--- src/rtl/mem_arbiter_pkg.sv ---
// Shared types and constants for the two-port byte-memory arbiter.
// The round-robin picker and any future two-master arbiters reuse these.
package mem_arbiter_pkg;

    typedef enum logic [0:0] {
        StIdle   = 1'b0,
        StAccess = 1'b1
    } arb_state_e;

    typedef enum logic [0:0] {
        PortA = 1'b0,
        PortB = 1'b1
    } port_id_e;

    // Also used as the size of the byte memory behind the arbiter.
    localparam int unsigned DefaultAddrLimit = 32'h2000;

    localparam logic CommandRead  = 1'b0;
    localparam logic CommandWrite = 1'b1;

    // One access as registered at the end of the IDLE cycle that granted it.
    typedef struct packed {
        logic        we;
        logic        in_range;
        logic [15:0] addr;
        logic [7:0]  wdata;
    } access_t;

    // Full 16-bit compare: no wrap-around or truncation of the address.
    function automatic logic addr_in_range(input logic [15:0] addr, input int unsigned limit);
        return {16'h0000, addr} < limit;
    endfunction

endpackage

--- src/rtl/mem_arbiter_rr_pick2.sv ---
// Combinational winner select between two requesters, round-robin or fixed priority.
// Port A wins every contention when FIXED_PRIORITY is non-zero.
module rr_pick2
    import mem_arbiter_pkg::*;
#(
    parameter int unsigned FIXED_PRIORITY = 0
) (
    input  logic     a_req,
    input  logic     b_req,
    input  port_id_e last_grant,
    output logic     valid,
    output port_id_e winner
);

    always_comb begin
        valid  = a_req | b_req;
        winner = PortA;
        if (a_req && b_req) begin
            // Round-robin: whoever was not served last goes first.
            if (FIXED_PRIORITY == 0 && last_grant == PortA) begin
                winner = PortB;
            end
        end else if (b_req) begin
            winner = PortB;
        end
    end

endmodule

--- src/rtl/mem_arbiter.sv ---
// Two-port arbiter in front of a single-port byte memory: one access per two cycles,
// out-of-range accesses are blocked and flagged, reads return with fixed latency.
module mem_arbiter
    import mem_arbiter_pkg::*;
#(
    parameter int unsigned ADDR_LIMIT     = DefaultAddrLimit,
    parameter int unsigned FIXED_PRIORITY = 0
) (
    input  logic        clk,
    input  logic        rst_n,

    input  logic        a_req,
    input  logic        a_we,
    input  logic [15:0] a_addr,
    input  logic [7:0]  a_wdata,
    output logic        a_gnt,
    output logic        a_rvalid,
    output logic [7:0]  a_rdata,
    output logic        a_err,

    input  logic        b_req,
    input  logic        b_we,
    input  logic [15:0] b_addr,
    input  logic [7:0]  b_wdata,
    output logic        b_gnt,
    output logic        b_rvalid,
    output logic [7:0]  b_rdata,
    output logic        b_err,

    output logic        mem_read,
    output logic        mem_write,
    output logic [15:0] mem_addr,
    output logic [7:0]  mem_write_byte,
    input  logic [7:0]  mem_read_byte
);

    arb_state_e state_q, state_d;
    port_id_e   last_grant_q;
    port_id_e   port_q;
    port_id_e   pick_winner;
    logic       pick_valid;
    access_t    acc_q, acc_sel;
    logic       sample;
    logic       rd_done;
    logic [7:0] cap_byte;
    logic       a_rvalid_q, b_rvalid_q;
    logic [7:0] a_rdata_q, b_rdata_q;

    rr_pick2 #(
        .FIXED_PRIORITY(FIXED_PRIORITY)
    ) u_pick (
        .a_req     (a_req),
        .b_req     (b_req),
        .last_grant(last_grant_q),
        .valid     (pick_valid),
        .winner    (pick_winner)
    );

    // Winner's request fields, with the range decision made before registering.
    always_comb begin
        acc_sel = '0;
        if (pick_winner == PortA) begin
            acc_sel.we    = a_we;
            acc_sel.addr  = a_addr;
            acc_sel.wdata = a_wdata;
        end else begin
            acc_sel.we    = b_we;
            acc_sel.addr  = b_addr;
            acc_sel.wdata = b_wdata;
        end
        acc_sel.in_range = addr_in_range(acc_sel.addr, ADDR_LIMIT);
    end

    assign sample = (state_q == StIdle) && pick_valid;

    always_ff @(posedge clk) begin
        if (!rst_n) begin
            state_q <= StIdle;
        end else begin
            state_q <= state_d;
        end
    end

    always_comb begin
        state_d = state_q;
        unique case (state_q)
            StIdle:   if (pick_valid) state_d = StAccess;
            StAccess: state_d = StIdle;
            default:  state_d = StIdle;
        endcase
    end

    always_comb begin
        a_gnt     = 1'b0;
        b_gnt     = 1'b0;
        a_err     = 1'b0;
        b_err     = 1'b0;
        mem_read  = 1'b0;
        mem_write = 1'b0;
        unique case (state_q)
            StAccess: begin
                a_gnt     = (port_q == PortA);
                b_gnt     = (port_q == PortB);
                a_err     = (port_q == PortA) && !acc_q.in_range;
                b_err     = (port_q == PortB) && !acc_q.in_range;
                mem_read  = acc_q.in_range && (acc_q.we == CommandRead);
                mem_write = acc_q.in_range && (acc_q.we == CommandWrite);
            end
            default: ;
        endcase
    end

    always_ff @(posedge clk) begin
        if (!rst_n) begin
            last_grant_q <= PortB;
            port_q       <= PortA;
            acc_q        <= '0;
        end else if (sample) begin
            last_grant_q <= pick_winner;
            port_q       <= pick_winner;
            acc_q        <= acc_sel;
        end
    end

    assign rd_done  = (state_q == StAccess) && (acc_q.we == CommandRead);
    assign cap_byte = acc_q.in_range ? mem_read_byte : 8'h00;

    // Only the winning port's read result moves; the other port's rdata holds.
    always_ff @(posedge clk) begin
        if (!rst_n) begin
            a_rvalid_q <= 1'b0;
            b_rvalid_q <= 1'b0;
            a_rdata_q  <= 8'h00;
            b_rdata_q  <= 8'h00;
        end else begin
            a_rvalid_q <= 1'b0;
            b_rvalid_q <= 1'b0;
            if (rd_done && port_q == PortA) begin
                a_rvalid_q <= 1'b1;
                a_rdata_q  <= cap_byte;
            end
            if (rd_done && port_q == PortB) begin
                b_rvalid_q <= 1'b1;
                b_rdata_q  <= cap_byte;
            end
        end
    end

    assign a_rvalid       = a_rvalid_q;
    assign b_rvalid       = b_rvalid_q;
    assign a_rdata        = a_rdata_q;
    assign b_rdata        = b_rdata_q;
    assign mem_addr       = acc_q.addr;
    assign mem_write_byte = acc_q.wdata;

    gnt_exclusive: assert property (@(posedge clk) disable iff (!rst_n) !(a_gnt && b_gnt));
    strobe_exclusive: assert property (@(posedge clk) disable iff (!rst_n)
        !(mem_read && mem_write));

endmodule

--- config.mk ---
export PLATFORM = sky130hd
export DESIGN_NAME = mem_arbiter
export DESIGN_NICKNAME = d
export VERILOG_FILES = /design/src/rtl/mem_arbiter_pkg.sv /design/src/rtl/mem_arbiter_rr_pick2.sv /design/src/rtl/mem_arbiter.sv
export SDC_FILE = /design/constraint.sdc
export NUM_CORES = 1
export LEC_CHECK = 0
export ABC_AREA = 1
export BUFFER_PORTS_ARGS = -buffer_cell sky130_fd_sc_hd__buf_2
export CAP_MARGIN = 25
export CORE_MARGIN = 2
export CORE_UTILIZATION = 41
export DETAILED_ROUTE_END_ITERATION = 6
export PLACE_DENSITY = 0.73
export SKIP_CTS_REPAIR_TIMING = 1
export SYNTH_ARGS = -nofsm -noshare
export SYNTH_HDL_FRONTEND = slang
export SYNTH_HIERARCHICAL = 1
export SYNTH_SLANG_ARGS = --single-unit
--- constraint.sdc ---
create_clock -name clk -period 3.9 [get_ports clk]
set_clock_uncertainty 0.1 [all_clocks]
set_input_delay 0.78 -clock clk [delete_from_list [all_inputs] [get_ports clk]]
set_output_delay 0.78 -clock clk [all_outputs]
set_load 0.05 [all_outputs]
==> results by group <==
Status
  • Outcome: finished clean

Timing
  • RSZ-0062 raised after global routing: false
  • Fin crit share: 64.1%
  • Fmax: 400 MHz
  • Endpoints failing hold: 0
  • Transition time of the tightest slew-check pin: 0.611 ns
  • Final worst slack: 1.40 ns
  • Max Slew Vio Count: 0
  • Setup TNS: 0 ns
  • Final setup vio count: 0
  • Worst slew margin: around three fifths
  • Period minus WS final: 2.50 ns

Placement
  • Dpl ws: 1.70 ns
  • GPL Wtd Cong: around 0.8
  • I/O Buffers: around 110
  • DP Wirelength: 3780 um

Floorplanning
  • Initial Utilization: 42.0%
  • Die Area: 5790 sq um
  • Core area: 5070 sq um
  • Die height: 76.1 um
  • Die width: 76.1 um
  • Row Count: 26
  • I/O Pins: 110

Cells and area
  • P&R area growth vs syn: 23.8%
  • Ant. Diodes: 0
  • Layout cells sized above 1: 37.8%
  • FILL cells: between 500 and 600
  • Net count, final: 410
  • Most frequent cells in the layout: buf_2 (109), a21oi_1 (60), nand2_1 (52)
  • Commonest non-fill, non-tap cell in the layout: buf_2

Global routing
  • GRT Resource Usage Total: 18.2%
  • Vias in the first global route: 1951
  • Total gr overflow: 0
  • Antenna violations before repair: 0
  • First-pass GRT wire length: 8630 um
  • Largest net degree at the start of global routing: 35

Routing
  • Total wire length: ~5300 um
  • Wire length on met2: between 2000 and 3000 um
  • Post-route ant nets: 0
  • First-pass iteration count of the detailed router: 4
  • Routed wire length per instance: 12.7 um
  • DR top layer: met4
  • Vias: between 2000 and 2500
  • Starting DRT DRC Count: 80
  • Via/cell ratio: 4.92
  • Met3 Wirelength: 357 um
  • WL met1: approximately 2300 um
  • Drt drc: 0

Worst setup path
  • Req. time, crit path: approximately 3.0 ns
  • Worst r2r path cells: 8
  • Crit Path Max Fanout: 20
  • Critical path startpoint category: register
  • Crit path arrival time: 1.62 ns
  • Setup CP Type: reg2out
  • CP Capture Type: output port

Logic synthesis
  • Library cells used by synthesis: 25
  • Yosys warns: 6
  • Most area-consuming cells after synthesis: dfxtp_1 (44%), a21oi_1 (14%), nand2_1 (9.2%)
  • Mapped Nets: roughly 330
  • Syn Area/Cell: 7.86 sq um
  • Synth Cell Area: 2130 sq um
  • Yosys top cell by area: dfxtp_1
  • Synth top area share: roughly 44%
  • Yosys reg bits: 47
  • Syn Inst Count: 271
  • Part of the Yosys area used for sequential elements: between 40% and 50%

Clocking
  • Clock insertion delay at the later pin of the skew report: 0.29 ns
  • CTS H-tree depth: 2
  • CTS tree: yes
  • Clock transition at the registers of the reported paths: 0.08 ns
  • Sinks on Clock Net: 47
  • Clk Tree Root Cell: clkbuf_8
  • Clock buffer depth: 2
  • CTS buffer count: 5

Pwr
  • Static leakage: approximately 1.3 nW
  • PnR Total Power: 1.23 mW
  • Pwr dens: 467 nW/um^2
  • Max rail drop VDD: approximately 0.2 mV

Hold path
  • Worst hold path class: reg2reg
  • Hold path depth: 2

Job
  • Max-cap violations: 0
==> state kept, by name, indices dropped and copies added, names as in the netlist <==
register,cells
a_rdata,8
a_rvalid,1
acc_q,2
b_rdata,8
b_rvalid,1
last_grant_q,1
mem_addr,16
mem_write_byte,8
port_q,1
state_q,1
==> power breakdown <==
group | switching (mW) | internal [mW] | total (mW) | leakage [nW]
clock network | 0.159 | 0.256 | 0.415 | 0.0654
logic | 0.205 | 0.0752 | 0.280 | 0.838
registers | 0.0221 | 0.512 | 0.534 | 0.386
total | 0.387 | 0.843 | 1.23 | 1.29
==> cells by family (layout without fill, tap and decap cells) <==
family	after synthesis	count (layout)	share of synthesized area [%]
and+or+nand+nor	79	79	18.1
DFF	47	47	44.2
AOI/OAI and AO/OA	97	97	23.6
buffers and inverters	48	126	14.1
==> synthesized netlist by cell type <==
cell / count
nand2_4: 2
buf_6: 1
nor2_2: 1
a211oi_2: 1
nor3_1: 4
a21oi_2: 1
or2_1: 1
clkbuf_1: 11
buf_2: 2
nor2_8: 2
buf_12: 1
a31oi_1: 2
nand2_2: 1
nor2_1: 6
nand2_1: 52
dfxtp_1: 47
inv_1: 4
nand4_1: 8
nor2_4: 1
o21ai_0: 31
o21ai_2: 1
nand3_1: 1
buf_4: 25
a21oi_1: 61
inv_2: 4
==> layer usage <==
metal | track usage, % | vias to the layer above
met4 | 7.64 | 0
met3 | 5.09 | 9
met1 | 21.5 | 940
li1 | - | 1045
met5 | 0 | -
met2 | 31.1 | 67
==> critical path: stages (launching register included) <==
cell,delay (ns)
dfxtp_1,0.72
inv_1,0.12
nor3_1,0.20
buf_2,0.29
==> layout make-up <==
| cell class | instances | area, sq um | share of cell area, % |
|---|---|---|---|
| sequential | 47 | 941 | 35.7 |
| multi-input combinational | 176 | 892 | 33.8 |
| timing repair buffer | 110 | 553 | 21.0 |
| tap | 70 | 87.6 | 3.32 |
| clock buffer | 6 | 72.6 | 2.75 |
| clock inverter | 2 | 60.1 | 2.28 |
| inverter | 8 | 30.0 | 1.14 |
==> final timing paths <==
kind | start | endpoint | slack [ns]
max | acc_q[24] | mem_write | 1.40
min | a_rdata[6] | a_rdata[6] | 0.36
max reg2reg | last_grant_q | acc_q[24] | 2.23
min reg2reg | a_rdata[6] | a_rdata[6] | 0.36
==> stage by stage <==
step / utilization (%) / hold slack [ns] / area, sq um / instances
2_1_floorplan: - / 0.342 / 2130 / 271
3_3_place_gp: 49.3 / 0.353 / 2500 / 411
3_5_place_dp: 49.3 / 0.353 / 2500 / 411
4_1_cts: 51.9 / 0.366 / 2640 / 419
5_1_grt: 51.9 / 0.400 / 2640 / 419
6_report: 51.9 / 0.365 / 2640 / 419
Note: power is estimated with default switching activity, not from simulation.
